<file path="config.mk">
export PLATFORM = sky130hd
export DESIGN_NAME = rec_f32_to_ieee_unpacker
export DESIGN_NICKNAME = d
export VERILOG_FILES = /design/src/rtl/rec_f32_to_ieee_unpacker.sv
export SDC_FILE = /design/constraint.sdc
export NUM_CORES = 1
export LEC_CHECK = 0
export CORE_MARGIN = 8
export CORE_UTILIZATION = 37
export DETAILED_ROUTE_END_ITERATION = 8
export PLACE_DENSITY_LB_ADDON = 0.25
export SLEW_MARGIN = 20
export SYNTH_ARGS = -nofsm -noshare
export SYNTH_HDL_FRONTEND = slang
export SYNTH_SLANG_ARGS = --single-unit
</file>
<file path="constraint.sdc">
create_clock -name clock -period 2.8 [get_ports clock]
set_input_delay 0.7 -clock clock [delete_from_list [all_inputs] [get_ports clock]]
set_output_delay 0.7 -clock clock [all_outputs]
set_load 0.01 [all_outputs]
</file>
<file path="src/rtl/rec_f32_to_ieee_unpacker.sv">
// Recoded F32 (33b) to IEEE binary32 converter; normals/specials in one cycle,
// subnormals denormalized by an iterative STEP-bit right shifter.
module rec_f32_to_ieee_unpacker #(
  parameter int STEP = 4
) (
  input  logic        clock,
  input  logic        reset_n,
  input  logic        flush,
  input  logic        in_valid,
  output logic        in_ready,
  input  logic [32:0] in_rec,
  output logic        out_valid,
  input  logic        out_ready,
  output logic [31:0] out_bits,
  output logic        out_subnormal
);

  typedef enum logic [1:0] {IDLE, SHIFT, DONE} state_t;

  localparam logic [4:0] STEP5 = 5'(STEP);

  state_t      state, state_nx;
  logic [23:0] mant;
  logic [4:0]  rem;
  logic        sgn;

  logic        in_sgn;
  logic [8:0]  in_exp;
  logic [22:0] in_frac;
  logic [7:0]  norm_exp;
  logic [8:0]  d_raw;
  logic [4:0]  d_clamp;
  logic        is_sub;
  logic [31:0] load_bits;
  logic        accept;
  logic [4:0]  step_amt;
  logic [23:0] mant_shifted;
  logic        last_shift;

  assign in_sgn   = in_rec[32];
  assign in_exp   = in_rec[31:23];
  assign in_frac  = in_rec[22:0];
  // Bias difference taken modulo 256; only the low byte reaches the result.
  assign norm_exp = in_exp[7:0] - 8'h81;
  assign d_raw    = 9'h082 - in_exp;
  assign d_clamp  = (d_raw > 9'd24) ? 5'd24 : d_raw[4:0];

  always_comb begin
    is_sub    = 1'b0;
    load_bits = {in_sgn, norm_exp, in_frac};
    case (in_exp[8:6])
      3'b000:  load_bits = {in_sgn, 8'h00, 23'h0};
      3'b110:  load_bits = {in_sgn, 8'hFF, 23'h0};
      3'b111:  load_bits = {in_sgn, 8'hFF, in_frac};
      default: is_sub = (in_exp < 9'h082);
    endcase
  end

  assign in_ready     = (state == IDLE) && !flush;
  assign accept       = in_valid && in_ready;
  assign out_valid    = (state == DONE);
  assign step_amt     = (rem < STEP5) ? rem : STEP5;
  assign mant_shifted = mant >> step_amt;
  assign last_shift   = (rem <= STEP5);

  always_comb begin
    state_nx = state;
    case (state)
      IDLE:    if (accept) state_nx = is_sub ? SHIFT : DONE;
      SHIFT:   if (last_shift) state_nx = DONE;
      DONE:    if (out_ready) state_nx = IDLE;
      default: state_nx = IDLE;
    endcase
    if (flush) state_nx = IDLE;
  end

  always_ff @(posedge clock or negedge reset_n) begin
    if (!reset_n) state <= IDLE;
    else          state <= state_nx;
  end

  always_ff @(posedge clock or negedge reset_n) begin
    if (!reset_n) begin
      mant          <= '0;
      rem           <= '0;
      sgn           <= 1'b0;
      out_bits      <= '0;
      out_subnormal <= 1'b0;
    end else if (!flush) begin
      if (accept) begin
        if (is_sub) begin
          mant <= {1'b1, in_frac};
          rem  <= d_clamp;
          sgn  <= in_sgn;
        end else begin
          out_bits      <= load_bits;
          out_subnormal <= 1'b0;
        end
      end else if (state == SHIFT) begin
        mant <= mant_shifted;
        rem  <= rem - step_amt;
        if (last_shift) begin
          out_bits      <= {sgn, 8'h00, mant_shifted[22:0]};
          out_subnormal <= 1'b1;
        end
      end
    end
  end

endmodule

</file>
==> summary.md, run 1 <==
| Metric | Value |
|---|---|
| Outcome | `finished, final reports clean` |
| Met3 wire len | `approximately 760 µm` |
| Met2 wire len | `~5400 µm` |
| Buffers plus inverters on the worst setup path | `2` |
| Global-route wire length before repair | `19,800 µm` |
| Largest delay contributor family on the critical path | `buffers and inverters` |
| RSZ-0062 raised after global routing | `false` |
| Cell mode on critical path | `clkdlybuf4s50_1` |
| Die X | `122.6 µm` |
| GRT overflow | `0` |
| Finished Core Util | `about half` |
| Worst slack, placed | `-0.01309 ns` |
| Worst Hold Class | `input pin to async pin` |
| Synth warn | `0` |
| Ant. Diodes | `0` |
| Core area | `between 0.01 and 0.015 mm²` |
| Leakage | `~2.3 nW` |
| Clk buf depth | `2` |
| Final setup viols | `0` |
| Port Buf Inserts | `slightly above 70` |
| PwrDens | `about 770 mW/mm²` |
| Total CTS buffers | `9` |
| Final ANT Viol Nets | `0` |
| Initial antenna violation count | `0` |
| Ports | `73` |
| Post-CTS Setup Repair Bufs | `0` |
| Mapped Nets | `between 500 and 600` |
| Fin crit period | `2.653 ns` |
| Register area share after synthesis | `38.67%` |
| WL final | `around 12,000 µm` |
| Highest routed layer | `met4` |
| Number of vias per cell | `around 5.6` |
| Avg Inst Size Synth | `between 8 and 9 µm²` |
| Clk Latency, worst-skew pair | `0.33 ns` |
| Crit-path slowest cell | `clkdlybuf4s50_1` |
| Synth-to-Final Area Change | `32.12%` |
| DR pass1 iterations | `6` |
| FMAX | `377.0 MHz` |
| Final hold vios | `0` |
| Max-Cap Viols | `0` |
| H-tree depth | `3` |
| Final nets | `roughly 590` |
| WP data required | `~2.1 ns` |
| Worst-margin pin slew | `approximately 0.8 ns` |
| DIE AREA | `0.01504 mm²` |
| Initial Util | `between 30 and 40%` |
| Post_cts resized | `0` |
| Yosys cell types | `58` |
| Fraction of registers with async set/reset | `between 90% and 100%` |
| CTS Sinks | `65` |
| Crit-path max FO | `5` |
| Hold-fix buffers, CTS | `0` |
| CP peak stage delay | `approximately 0.58 ns` |
| Final Cycle Share | `between 90% and 100%` |
| Vias in the first global route | `roughly 3,700` |
| Metal-1 WL | `5525 µm` |
| HPWL after DPL | `8641 µm` |
| Worst rel slew slack | `46.67%` |
| Final clock skew | `~0.0039 ns` |
| Iteration-0 DRC count of the detailed router | `between 200 and 250` |
| Largest net degree at the start of global routing | `between 60 and 70` |
| Crit end category | `output port` |
| Setup TNS Final | `0 ns` |
| Cells after Synth | `472` |
| Worst IR Drop VDD | `0.0003447 V` |
| CP Launch Type | `input pin` |
| Post-synth EDFFs | `0` |
| CP arrival | `between 1.5 and 2 ns` |
| CP Class | `input pin to output port` |
| CP cell instances | `clkdlybuf4s50_1 > nor3_2 > clkdlybuf4s50_1` |
| Row count | `39` |
| Top_reg_cell synth | `dfrtp_1` |
| Drt wl/cell | `between 15 and 20 µm` |
| Fin. max-slew vios | `0` |
| Layout cells sized above 1 | `roughly 13%` |
| CTS clock-pin slew for the worst setup and hold paths | `0.05 ns` |
| Yosys reg bits | `65` |
| Via count | `3,906` |
| Post-route DRC | `0` |
| Global placer's final weighted congestion | `approximately 0.84` |
| Setup WS post-layout | `~0.15 ns` |
| Post-synthesis instance area | `around 0.0042 mm²` |
| CTS tree | `yes` |
| Die Ht | `roughly 120 µm` |
| Root Buffer | `clkbuf_16` |
| Tot GR Track Use | `around 16%` |
==> flip-flops by register name, summed over array words and instances, names as in the netlist <==
name	flops
sgn	1
mant	24
rem	5
state	2
out_bits	32
out_subnormal	1
==> power by group <==
group	switching [W]	total, W	leakage (nW)	internal, W
combinational	0.000744	0.00160	1.35	0.000860
clock	0.000401	0.00111	0.144	0.000711
sequential	0.000338	0.00158	0.783	0.00125
==> per-layer routing <==
metal,vias up,global-route usage [%]
met2,127,24.91
met1,1865,22.76
li1,1906,-
met4,0,4.646
met5,-,0
met3,8,3.910
==> layout make-up <==
cell class	count	area [µm²]
Timing Repair Buffer	109	1069
Sequential cell	65	1627
Inverter	6	22.52
Multi-Input combinational cell	359	2371
Clock buffer	13	250.2
Clock inverter	3	40.04
Fill cell	1061	5714
Tap cell	143	178.9
==> per-stage QoR <==
step           std cells  total power [W]  hold WS, ns  area (µm²)
6_report             698         0.004300       0.3902        5558
5_1_grt              698         0.004594       0.4174        5558
4_1_cts              698         0.004323       0.4010        5553
3_5_place_dp         682         0.003197       0.4646        5263
3_3_place_gp         682         0.003161       0.4627        5263
2_1_floorplan        472         0.002499       0.4044        4207
==> worst reg2reg max path, cell delays in order, from the launching register on <==
cell     delay (ns)
dfrtp_1        0.59
or3_1          0.48
nand2_1        0.11
ha_1           0.26
o21a_1         0.18
o22ai_1        0.13
nand2_1        0.07
mux2_2         0.27
o31a_1         0.10
==> synthesized netlist by cell type, types with 3 or more instances <==
cell type,count,area (µm²)
o22ai_1,3,18.77
ha_1,4,50.05
nor2_1,32,120.1
and3_1,5,31.28
o31ai_1,6,45.04
buf_1,3,11.26
nand2b_1,3,18.77
a22oi_1,6,45.04
inv_1,6,22.52
nor3_1,7,35.03
nor2b_1,6,37.54
mux4_2,8,180.2
dfrtp_1,65,1627
a31oi_1,36,225.2
a2bb2oi_1,12,105.1
a21oi_1,34,170.2
a211oi_1,10,75.07
buf_2,22,110.1
xnor2_1,6,52.55
nor3b_1,3,22.52
o21a_1,3,22.52
o21ai_0,26,130.1
mux2i_1,20,200.2
nor4_1,3,18.77
a211o_1,6,52.55
nand3_1,8,40.04
clkbuf_1,12,45.04
a21o_1,7,52.55
buf_4,4,30.03
nand2_1,71,266.5
==> cells by family after synthesis <==
family          after synthesis  synth area share (%)
compound gates              164                 26.09
simple gates                153                 17.46
flops                        65                 38.67
buf+inv                      48                 5.473
mux                          30                 9.577
xor+xnor                      7                 1.457
fa+ha+maj                     4                 1.190
other cells                   1               0.08915
==> final timing paths <==
path | from | end | slack [ns] | cells past startpoint
setup reg to reg | rem[2] | rem[4] | 0.48 | 8
max in group asynchronous | reset_n | mant[23] | 2.14 | 2
setup / recovery | flush | in_ready | 0.15 | 3
min in group clock | out_bits[26] | out_bits[26] | 0.48 | 2
hold / removal | reset_n | out_bits[14] | 0.39 | 2
hold reg to reg | out_bits[26] | out_bits[26] | 0.48 | 2
==> placed cells by master (no fill, tap or decap), drive strengths merged, types with 4 or more instances in the layout <==
master	n
buf	38
a21o	7
nor2	32
nor4	4
nand2	71
a31oi	36
clkdlybuf4s50	71
o21ai	27
nand3	8
a211o	6
o31ai	6
mux2i	20
clkbuf	13
inv	6
a22oi	6
nor3	7
a211oi	10
nor2b	6
a21oi	34
xnor2	6
mux4	8
ha	4
and3	5
a2bb2oi	12
dfrtp	65
Power figures use the tool's default switching activity.
==> run 2: changes to the inputs <==
--- a/config.mk
+++ b/config.mk
@@ -5,6 +5,8 @@
 export SDC_FILE = /design/constraint.sdc
 export NUM_CORES = 1
 export LEC_CHECK = 0
+export ABC_AREA = 1
+export ABC_CLOCK_PERIOD_IN_PS = 2800
 export CORE_MARGIN = 8
 export CORE_UTILIZATION = 37
 export DETAILED_ROUTE_END_ITERATION = 8
==> run 2 against run 1 <==
Compared with the run above: combinational power grew 50%; clock skew grew 0.0029 ns; sequential share of layout area shrank 0.33 points; maximum frequency shrank 0.64%; wire length grew 8.0%; register-to-register slack gained 0.21 ns; synthesized cell count grew 43%; clock-buffer cell count shrank 1; non-clock buffer count shrank 13; largest power group unchanged; highest routed layer unchanged.
==> summary.md, run 2 <==
| Metric | Value |
|---|---|
| Synth warn | `0 (unchanged)` |
| Top-area cell type share of the netlist area | `37.36% (-1.3 points)` |
| Worst rel slew slack | `57.14% (+10 points)` |
| Total CTS buffers | `9 (unchanged)` |
| Yosys cell types | `29 (-50%)` |
| Biggest regs | `out_bits x32, mant x24, rem x5` |
| Final clock skew | `0.006859 ns (+0.002949 ns)` |
| CP arrival | `1.97 ns (+0.02 ns)` |
| Fraction of registers with async set/reset | `100.0% (unchanged)` |
| CP Class | `input pin to output port` |
| CTS clock-pin slew for the worst setup and hold paths | `0.06 ns (about the same)` |
| Design area | `0.005620 mm² (+1.1%)` |
| Layout cells sized above 1 | `7.011% (-6.0 points)` |
| Via count | `4,513 (+16%)` |
| Post-route DRC | `0 (unchanged)` |
| Setup TNS Final | `0 ns (unchanged)` |
| Hold-fix buffers, CTS | `0 (unchanged)` |
| Worst slack, placed | `0.1314 ns (+0.1445 ns)` |
| Simple logic cell fraction of the synthesized area | `39.86% (+22 points)` |
| Clk buf depth | `2 (unchanged)` |
| Iteration-0 DRC count of the detailed router | `353 (+45%)` |
| WP data required | `2.10 ns (about the same)` |
| Top_reg_cell synth | `dfrtp_1` |
| Drt wl/cell | `14.19 µm (-16%)` |
| Crit end category | `output port` |
| Most frequent cells in the layout | `nand2_1, clkdlybuf4s50_1, dfrtp_1` |
| Post_cts resized | `0 (unchanged)` |
| Outcome | `finished, final reports clean` |
| Core area | `0.01147 mm² (+1.7%)` |
| CTS tree | `yes` |
| Post-synthesis mux area share | `0% (-9.6 points)` |
| Register area share after synthesis | `37.36% (-1.3 points)` |
| Area leader, netlist | `dfrtp_1` |
| Initial Util | `37.97% (+0.65 points)` |
| Row count | `39 (unchanged)` |
| WL final | `12,760 µm (+8.0%)` |
| Avg Inst Size Synth | `6.441 µm² (-28%)` |
| Cells after Synth | `676 (+43%)` |
| Worst Hold Class | `input pin to async pin` |
| CP Launch Type | `input pin` |
| Tot GR Track Use | `16.75% (+0.36 points)` |
| Die X | `124.5 µm (+1.5%)` |
| Worst IR Drop VDD | `0.0003731 V (+8.2%)` |
| CTS Sinks | `65 (unchanged)` |
| RSZ-0062 raised after global routing | `false` |
| Vias in the first global route | `4,508 (+20%)` |
| Largest register FFs | `32 (unchanged)` |
| Setup WS post-layout | `0.1304 ns (-0.01710 ns)` |
| Largest net degree at the start of global routing | `66 (unchanged)` |
| Max-Cap Viols | `0 (unchanged)` |
| FMAX | `374.6 MHz (-0.64%)` |
| Root Buffer | `clkbuf_16` |
| Post-synthesis instance area | `0.004354 mm² (+3.5%)` |
| Post-CTS Setup Repair Bufs | `0 (unchanged)` |
| Clk Latency, worst-skew pair | `0.33 ns (about the same)` |
| Port Buf Inserts | `72 (unchanged)` |
| Final ANT Viol Nets | `0 (unchanged)` |
| Ant. Diodes | `0 (unchanged)` |
| Number of vias per cell | `5.020 (-10%)` |
| Tot Pwr | `0.005160 W (+20%)` |
| Leakage | `2.860 nW (+26%)` |
| Most instantiated cells after synthesis | `nand2_1, dfrtp_1, inv_1, nand3_1, o21ai_0` |
| DR pass1 iterations | `5 (-1)` |
| Final Cycle Share | `95.34% (+0.61 points)` |
| Most common cell after layout, fill and taps aside | `nand2_1` |
| Mapped Nets | `718 (+40%)` |
| Final setup viols | `0 (unchanged)` |
| Number of fill cells | `1,195 (+13%)` |
| Crit-path max FO | `2 (-3)` |
| H-tree depth | `3 (unchanged)` |
| Fin crit period | `2.670 ns (+0.01710 ns)` |
| Largest family of logic cells by synthesized area | `simple AND/OR/NAND/NOR gates` |
| Yosys reg bits | `65 (unchanged)` |
| Global placer's final weighted congestion | `0.8302 (-0.72%)` |
| Synth-to-Final Area Change | `29.08%` |
| Post-Synth Adder-Cell Area | `1.149% (-0.040 points)` |
| Final hold vios | `0 (unchanged)` |
| Xor/xnor share of the synthesized area | `0.8046% (-0.65 points)` |
| Area of placed instances | `0.005324 mm² (+1.2%)` |
| Initial antenna violation count | `0 (unchanged)` |
| Final nets | `794 (+34%)` |
| DIE AREA | `0.01550 mm² (+3.0%)` |
| Reg with most FFs | `out_bits` |
| Global-route wire length before repair | `21,770 µm (+10%)` |
| PwrDens | `918.1 mW/mm² (+19%)` |
| Fin. max-slew vios | `0 (unchanged)` |
| Cell with the most instances after synthesis | `nand2_1` |
| GRT overflow | `0 (unchanged)` |
| Ports | `73 (unchanged)` |
| HPWL after DPL | `9176 µm (+6.2%)` |
| Dominant cells by area after synthesis | `dfrtp_1, nand2_1, nand3_1` |
| Synth Area in Compound Gates | `11.93% (-14 points)` |
| Worst-margin pin slew | `0.6422 ns (-0.1504 ns)` |
| Post-synth EDFFs | `0 (unchanged)` |
| Die Ht | `124.5 µm (+1.5%)` |
-- run 2: report_power, final --
group / switching [W] / leakage (nW) / internal (W)
Clock: 0.000416 / 0.148 / 0.000730
Sequential: 0.000278 / 0.840 / 0.00133
Combinational: 0.00134 / 1.87 / 0.00107
Total: 0.00203 / 2.86 / 0.00313
-- run 2: cell families (layout without fill, tap and decap cells) --
| logic type | count (synthesis) | count (layout) |
|---|---|---|
| DFF | 65 | 65 |
| xor gates and xnor gates | 4 | 4 |
| buffers and inverters | 92 | 172 |
| other | 1 | 1 |
| and+or+nand+nor | 422 | 422 |
| adders and majority gates | 4 | 4 |
| AOI/OAI and AO/OA | 88 | 88 |
-- run 2: worst paths after layout --
| check | to | cells after the start | slack, ns | startpoint |
|---|---|---|---|---|
| max reg2reg | out_bits[12] | 11 | 0.69 | rem[3] |
| min reg2reg | out_bits[6] | 2 | 0.47 | out_bits[6] |
| max | in_ready | 5 | 0.13 | flush |
| min | out_bits[31] | 2 | 0.37 | reset_n |
| min in group clock | out_bits[6] | 2 | 0.47 | out_bits[6] |
| max in group asynchronous | mant[7] | 2 | 2.12 | reset_n |
-- run 2: final cells by class --
type	count	area, µm²	share of cell area, %
repair buffers	96	945.9	16.83
inverters	61	229.0	4.074
clock buffers	12	256.5	4.564
flip-flops and latches	65	1627	28.94
multi-input cells	519	2344	41.70
well taps	143	178.9	3.183
clock inverters	3	40.04	0.7124
-- run 2: per-layer routing --
metal,GRT usage [%],vias to the layer above,part of all wire [%]
met5,0,-,0
met4,5.386,0,1.3
met3,4.426,15,5.5
met2,25.98,121,44
met1,22.09,2072,49
li1,-,2305,-
-- run 2: through the flow --
step / hold slack [ns] / cells / utilization [%]
after floorplan: 0.4044 / 676 / -
after global placement: 0.4625 / 884 / 46.43
after detailed placement: 0.4636 / 884 / 46.43
after CTS: 0.3921 / 899 / 49.01
after global routing: 0.3961 / 899 / 49.01
final: 0.3707 / 899 / 49.01
-- run 2: worst max-delay path: stages --
cell and delay, ns:
clkdlybuf4s50_1 0.43, nor2_2 0.14, inv_2 0.06, nor2_1 0.09, clkdlybuf4s50_1 0.55
